File: src/rtl/lane_deskew_buffer.sv
// Multi-lane deskew buffer: one show-ahead FIFO per lane, hunts for a comma
// on every lane, then releases lane-aligned beats until an error forces a re-hunt.
module lane_deskew_buffer #(
    parameter int         LANES = 4,
    parameter int         DEPTH = 8,
    parameter logic [7:0] COMMA = 8'hBC
) (
    input  logic               clk,
    input  logic               rst,
    input  logic [LANES*32-1:0] rdat,
    input  logic [LANES*4-1:0]  rdatk,
    input  logic [LANES-1:0]    rdatv,
    output logic [LANES*32-1:0] odat,
    output logic [LANES*4-1:0]  odatk,
    output logic               ovld,
    input  logic               ordy,
    output logic               locked,
    output logic [7:0]         err_cnt
);
    localparam int AW = $clog2(DEPTH);

    typedef enum logic {HUNT, LOCKED} state_t;

    state_t          state_reg;
    logic [7:0]      err_cnt_reg;
    logic [LANES-1:0] empty;
    logic [LANES-1:0] full;
    logic [LANES-1:0] comma_head;
    logic [LANES-1:0] found;
    logic [LANES-1:0] pop;
    logic [LANES-1:0] push;
    logic [LANES-1:0] overflow;
    logic            misalign;
    logic            flush;

    assign locked  = (state_reg == LOCKED);
    assign err_cnt = err_cnt_reg;
    assign ovld    = locked && (&(~empty));
    assign found   = ~empty & comma_head;

    // An empty lane's head is stale, so misalign is only judged on a valid beat.
    assign misalign = ovld && ordy && (|comma_head) && !(&comma_head);
    assign overflow = rdatv & full & ~pop;
    assign flush    = (|overflow) || misalign;

    always_comb begin
        pop = '0;
        if (state_reg == LOCKED) begin
            if (ovld && ordy)
                pop = '1;
        end else begin
            pop = ~empty & ~comma_head;
        end
    end

    genvar gi;
    generate
        for (gi = 0; gi < LANES; gi++) begin : g_lane
            logic [31:0] mem_d [DEPTH];
            logic [3:0]  mem_k [DEPTH];
            logic [AW:0] wptr_reg;
            logic [AW:0] rptr_reg;

            assign empty[gi] = (wptr_reg == rptr_reg);
            assign full[gi]  = (wptr_reg[AW] != rptr_reg[AW]) &&
                               (wptr_reg[AW-1:0] == rptr_reg[AW-1:0]);

            assign odat[32*gi +: 32] = mem_d[rptr_reg[AW-1:0]];
            assign odatk[4*gi +: 4]  = mem_k[rptr_reg[AW-1:0]];
            assign comma_head[gi]    = (odat[32*gi +: 8] == COMMA) && odatk[4*gi];

            // A full lane still accepts a word when its head leaves this cycle.
            assign push[gi] = rdatv[gi] && !rst && !flush && (!full[gi] || pop[gi]);

            always_ff @(posedge clk) begin
                if (push[gi]) begin
                    mem_d[wptr_reg[AW-1:0]] <= rdat[32*gi +: 32];
                    mem_k[wptr_reg[AW-1:0]] <= rdatk[4*gi +: 4];
                end
            end

            always_ff @(posedge clk) begin
                if (rst || flush) begin
                    wptr_reg <= '0;
                    rptr_reg <= '0;
                end else begin
                    if (push[gi])
                        wptr_reg <= wptr_reg + 1'b1;
                    if (pop[gi])
                        rptr_reg <= rptr_reg + 1'b1;
                end
            end
        end
    endgenerate

    always_ff @(posedge clk) begin
        if (rst) begin
            state_reg   <= HUNT;
            err_cnt_reg <= 8'd0;
        end else if (flush) begin
            state_reg <= HUNT;
            if (err_cnt_reg != 8'hFF)
                err_cnt_reg <= err_cnt_reg + 8'd1;
        end else if (state_reg == HUNT && (&found)) begin
            state_reg <= LOCKED;
        end
    end
endmodule
File: config.mk
export PLATFORM = sky130hd
export DESIGN_NAME = lane_deskew_buffer
export DESIGN_NICKNAME = d
export VERILOG_FILES = /design/src/rtl/lane_deskew_buffer.sv
export SDC_FILE = /design/constraint.sdc
export NUM_CORES = 1
export LEC_CHECK = 0
export BUFFER_PORTS_ARGS = -buffer_cell sky130_fd_sc_hd__buf_4
export CORE_MARGIN = 3
export CORE_UTILIZATION = 56
export DETAILED_ROUTE_END_ITERATION = 6
export PLACE_DENSITY = 0.75
export REMOVE_ABC_BUFFERS = 1
export SLEW_MARGIN = 20
export SYNTH_ARGS = -nofsm -noshare
export SYNTH_HDL_FRONTEND = slang
export SYNTH_SLANG_ARGS = --single-unit
File: constraint.sdc
create_clock -name clk -period 19.7 [get_ports clk]
set_input_delay 1.97 -clock clk [delete_from_list [all_inputs] [get_ports clk]]
set_output_delay 1.97 -clock clk [all_outputs]
set_load 0.1 [all_outputs]
# Word-level counts from Yosys, hierarchy flattened
# Memories as Yosys holds them, arrays and structs flattened. A register that Yosys moved wholly into a read port is not among the register bits.
# Index checks and enable logic that the tools add are counted.
# op_classes
eq_ne,17
bitwise_logic,8
mux,26
reduce_logical,45
addsub,9
# op_table
operator,n
3-bit 2-to-1 mux,16
4-bit by 1-bit adder with 4-bit output (second input constant),8
8-bit == test (second input constant),4
1-bit logical AND,25
4-bit bitwise AND,4
4-bit == test,4
3-bit == test,4
4-bit inverter,3
4-bit AND reduction,3
8-bit by 1-bit adder with 8-bit output (second input constant),1
1-bit 2-to-1 mux,8
4-bit 2-to-1 mux,2
8-bit inequality test (second input constant),1
4-bit OR reduction,2
1-bit zero test,7
1-bit logical OR,6
1-bit inequality test,4
2-bit AND reduction,1
2-bit OR reduction,1
1-bit inverter,1
# word_totals
ram_bits,1152
in_bits,151
memories,8
output_inout_bits,154
register_bits,41
word_cells,123
# memory_table
name,words,word_bits,rd,rd_ports_with_merged_regs,write_ports,line_no,text
g_lane[0].mem_d,8,32,1,1,1,59,logic [31:0] mem_d [DEPTH];
g_lane[1].mem_d,8,32,1,1,1,59,
g_lane[2].mem_d,8,32,1,1,1,59,
g_lane[3].mem_d,8,32,1,1,1,59,
g_lane[0].mem_k,8,4,1,1,1,60,logic [3:0] mem_k [DEPTH];
g_lane[1].mem_k,8,4,1,1,1,60,
2 more memories,--,--,--,--,--,--,

# Logic depth before layout (Yosys ltp)
# depth
depth_word,16
ltp_mapped,13
depth_no_buf,8

# Least setup slack after synthesis
# Ideal clock, no wire load.
# synth_path
path_kind,reg-to-reg
startpoint,register (tool-made name)
endpoint,"memory g_lane[1].mem_d[0][0], enable pin"
setup_ns,0.532
n_path_buf,3
path_stages_with_launch,12
t_required_ns,19.168
setup_slack_ns,12.074
arrival_time_ns,7.094
period_less_slack_ns,7.626
cell_sequence,dfxtp_1 buf_1 mux4_2 mux2_2 nand2b_1 or4_4 nor4_2 o32a_1 buf_4 nand3b_4 buf_6 nor4b_1
# synth_rtl
item,line_no
to (decl),59

==> results.yml <==
synthesis:
  synth_enable_flop_cells: 1152
  syn_inst: 2030
  ys_warn_count: 0
  avgSynthCellArea_um2: 22.69
  synth_seq_cells: 1205
  ys_async_sr_fraction_pct: 0
  syn_area_um2: 46050
  dominantRegCellSynth: "edfxtp_1"
  synth_cell_type_count: 53
  synth-seq-area-share_pct: 77.42
route:
  drc_errors: 0
  vias_per_cell: 5.978
  drtAntennaViolNets: 0
  dr.pass1.iters: 5
  routed_wl_um: 91700
  vias: 21270
  drt_iter0_drc: 1707
  drt-wirelength-per-cell_um: 25.77
floorplan:
  initial_core_util_pct: 56.90
  die_width_um: 292.8
  num_rows: 104
  die_area_um2: 85710
  fp.dieH_um: 292.8
  fp.coreArea_um2: 80940
  io_pins: 305
finish:
  multi_input_area_um2: 10090
  fin_cells: 3558
  nFillCells: 5089
  final_common_cell: "edfxtp_1"
  nNetsFinal: 2552
  mostFrequentLayoutCells: "1152 x edfxtp_1, 346 x buf_4, 288 x mux4_2"
  syn2layout_area_growth_pct: 16.27
  regArea_um2: 35690
  drive_gt1_share_pct: 39.80
  largest_register_ffs: 1024
timing:
  setup_viol: 0
  finalHoldViolCount: 0
  fin_crit_sh_pct: 30.73
  worst-slew-pin-transition_ps: 999.8
  fmax_mhz: 165.2
  rsz0062_at_grt: "no"
  slew_headroom_pct: 33.35
  tns_ps: 0
  drv_slew: 0
  period_minus_slack_ps: 6053
  finalClockSkew_ps: 35.85
worst_setup_path:
  critPathSlowestCell: "dfxtp_4"
  critPathMaxStageDelay_ps: 750
  cpMostUsedCell: "buf_4"
  worst-path-buf-inv: 3
  r2r_cells: 11
  crit_path_end_kind: "flip-flop"
  worstSetupPathType: "reg -> reg"
  path_cells: "buf_4 -> mux4_2 -> mux2_2 -> nand3b_1 -> or4_1 -> nor4_2 -> o32a_1 -> nand3b_4 -> buf_4 -> nor4_2 -> buf_4"
  cpLargestDelayFamily: "simple AND/OR/NAND/NOR gates"
  reg2reg_to: "g_lane[2].mem_d[3][10]$_DFFE_PP_"
  cp.arrival_ps: 6340
  critPathLaunchType: "flip-flop"
  path_max_fanout: 36
  regToRegSetupSlack_ps: 13650
  cp.required_ps: 19990
power_and_ir_drop:
  sequentialPowerShare_pct: 40.1
  p_switching_mw: 2.602
  power.leakage_nw: 17.04
  internal_power_mw: 4.811
  irDropWorstVdd_mv: 0.1518
  power.density_nw_per_um2: 138.4
  clkPwrFrac_pct: 28.5
  swShare_pct: 35.10
  combPwrFrac_pct: 31.4
clocking:
  clock_latency_ps: 680
  cts-resized-gates: 0
  path_clk_slew_ps: 60
  htree_levels: 3
  cts-root-buf: "clkbuf_16"
  cts_setup_buffers: 0
  holdBufCountCts: 0
  cts_buffers: 115
  cts_tree: "built"
  cts.sinks: 1205
  clockBufferDepth: 3
global_routing:
  grt_pass1_vias: 22610
  grt_max_degree: 71
  grt_pass1_wl_um: 139700
  grt_usage_pct: 21.60
  antenna_found_initial: 14
  grt_overflow: 0
run_status:
  status: "finished clean"
worst_hold_path:
  worst_hold_path.endpoint: "err_cnt[1]$_SDFFE_PP0P_"
  min-delay-start: "err_cnt[1]$_SDFFE_PP0P_"
  hold_path_class: "reg -> reg"
  min_path_cells: 2
placement:
  dp.cells: 3332
  place_congestion: 0.7777
  dpl.hpwl_um: 51670
  portBuffers: 304
run:
  cap_violations: 0
worst max path at each step:
stage                         start                          endpoint  cells past startpoint
after floorplan           flip-flop   g_lane[1].mem_d[0][0]$_DFFE_PP_                      8
after global placement    flip-flop  g_lane[2].mem_d[1][16]$_DFFE_PP_                     11
after detailed placement  flip-flop  g_lane[1].mem_d[0][15]$_DFFE_PP_                     11
after CTS                 flip-flop  g_lane[1].mem_d[0][15]$_DFFE_PP_                     11
after global routing      flip-flop  g_lane[1].mem_d[2][25]$_DFFE_PP_                     11
final                     flip-flop  g_lane[2].mem_d[3][10]$_DFFE_PP_                     11
stage by stage:
stage / hold WS (ps) / worst slack, ps / power (mW) / area (um2) / util, %
after floorplan: 499.3 / 9528 / 4.902 / 45610 / -
after global placement: 492.7 / 13740 / 5.335 / 49770 / 61.50
after detailed placement: 511.1 / 13550 / 5.359 / 49770 / 61.50
after CTS: 518.4 / 13560 / 7.478 / 53440 / 66.03
after global routing: 525.5 / 13160 / 7.669 / 53540 / 66.14
final: 514.3 / 13650 / 7.412 / 53550 / 66.16
metal layers:
layer	GRT usage, %	vias up	part of all wire (%)
met5	0	-	0.077
met3	5.406	142	7.5
met2	36.18	686	51
met4	6.287	10	2.2
met1	28.56	11180	39
li1	-	9250	-
Yosys cell counts (all sizes together), types with 2 or more instances:
master,count,area share [%]
edfxtp,1152,75
mux4,288,14
mux2,147,3.6
buf,60,0.60
dfxtp,53,2.3
nor2,50,0.41
clkbuf,44,0.36
xnor2,33,0.63
nor4,23,0.33
a21oi,19,0.21
inv,19,0.15
nand2,18,0.15
nor3,13,0.14
nand4,11,0.15
mux2i,10,0.22
nand3,10,0.11
ha,9,0.24
nor2b,6,0.082
nor4b,6,0.14
o21ai,6,0.065
or3,6,0.082
nand2b,5,0.068
and3,4,0.054
nor3b,4,0.065
xor2,4,0.076
nand3b,3,0.076
or2,3,0.041
or4,3,0.057
a22o,2,0.038
and4,2,0.038
nand4b,2,0.038
o211ai,2,0.033
worst min-delay path, cell delays in order, from the launching register on:
cell	delay (ps)
dfxtp_1	340
nand2b_1	70
mux2i_1	50
final cells by class:
type | instances | share of cell area, %
clock inverters | 78 | 1.245
repair buffers | 349 | 5.005
multi-input cells | 702 | 18.85
inverters | 19 | 0.1332
clock buffers | 137 | 5.608
flip-flops and latches | 1205 | 66.65
well taps | 1060 | 2.477
diodes | 8 | 0.03739
power by group through the flow:
stage	Clock (mW)	Sequential [mW]	Combinational, mW
floorplan	0	3.10	1.80
global placement	0	3.08	2.26
detailed placement	0	3.08	2.28
CTS	2.16	3.03	2.29
global route	2.26	2.99	2.42
finish	2.11	2.97	2.33
cell families (layout without fill, tap and decap cells):
| family | Yosys count | after routing | share of synthesized area (%) |
|---|---|---|---|
| other cells | 0 | 8 | 0 |
| simple gates | 172 | 172 | 2.076 |
| buf+inv | 123 | 583 | 1.114 |
| mux | 445 | 445 | 17.90 |
| flops | 1205 | 1205 | 77.42 |
| xor+xnor | 37 | 37 | 0.7037 |
| fa+ha+maj | 9 | 9 | 0.2445 |
| compound gates | 39 | 39 | 0.5434 |
Note: power is estimated with default switching activity, not from simulation.
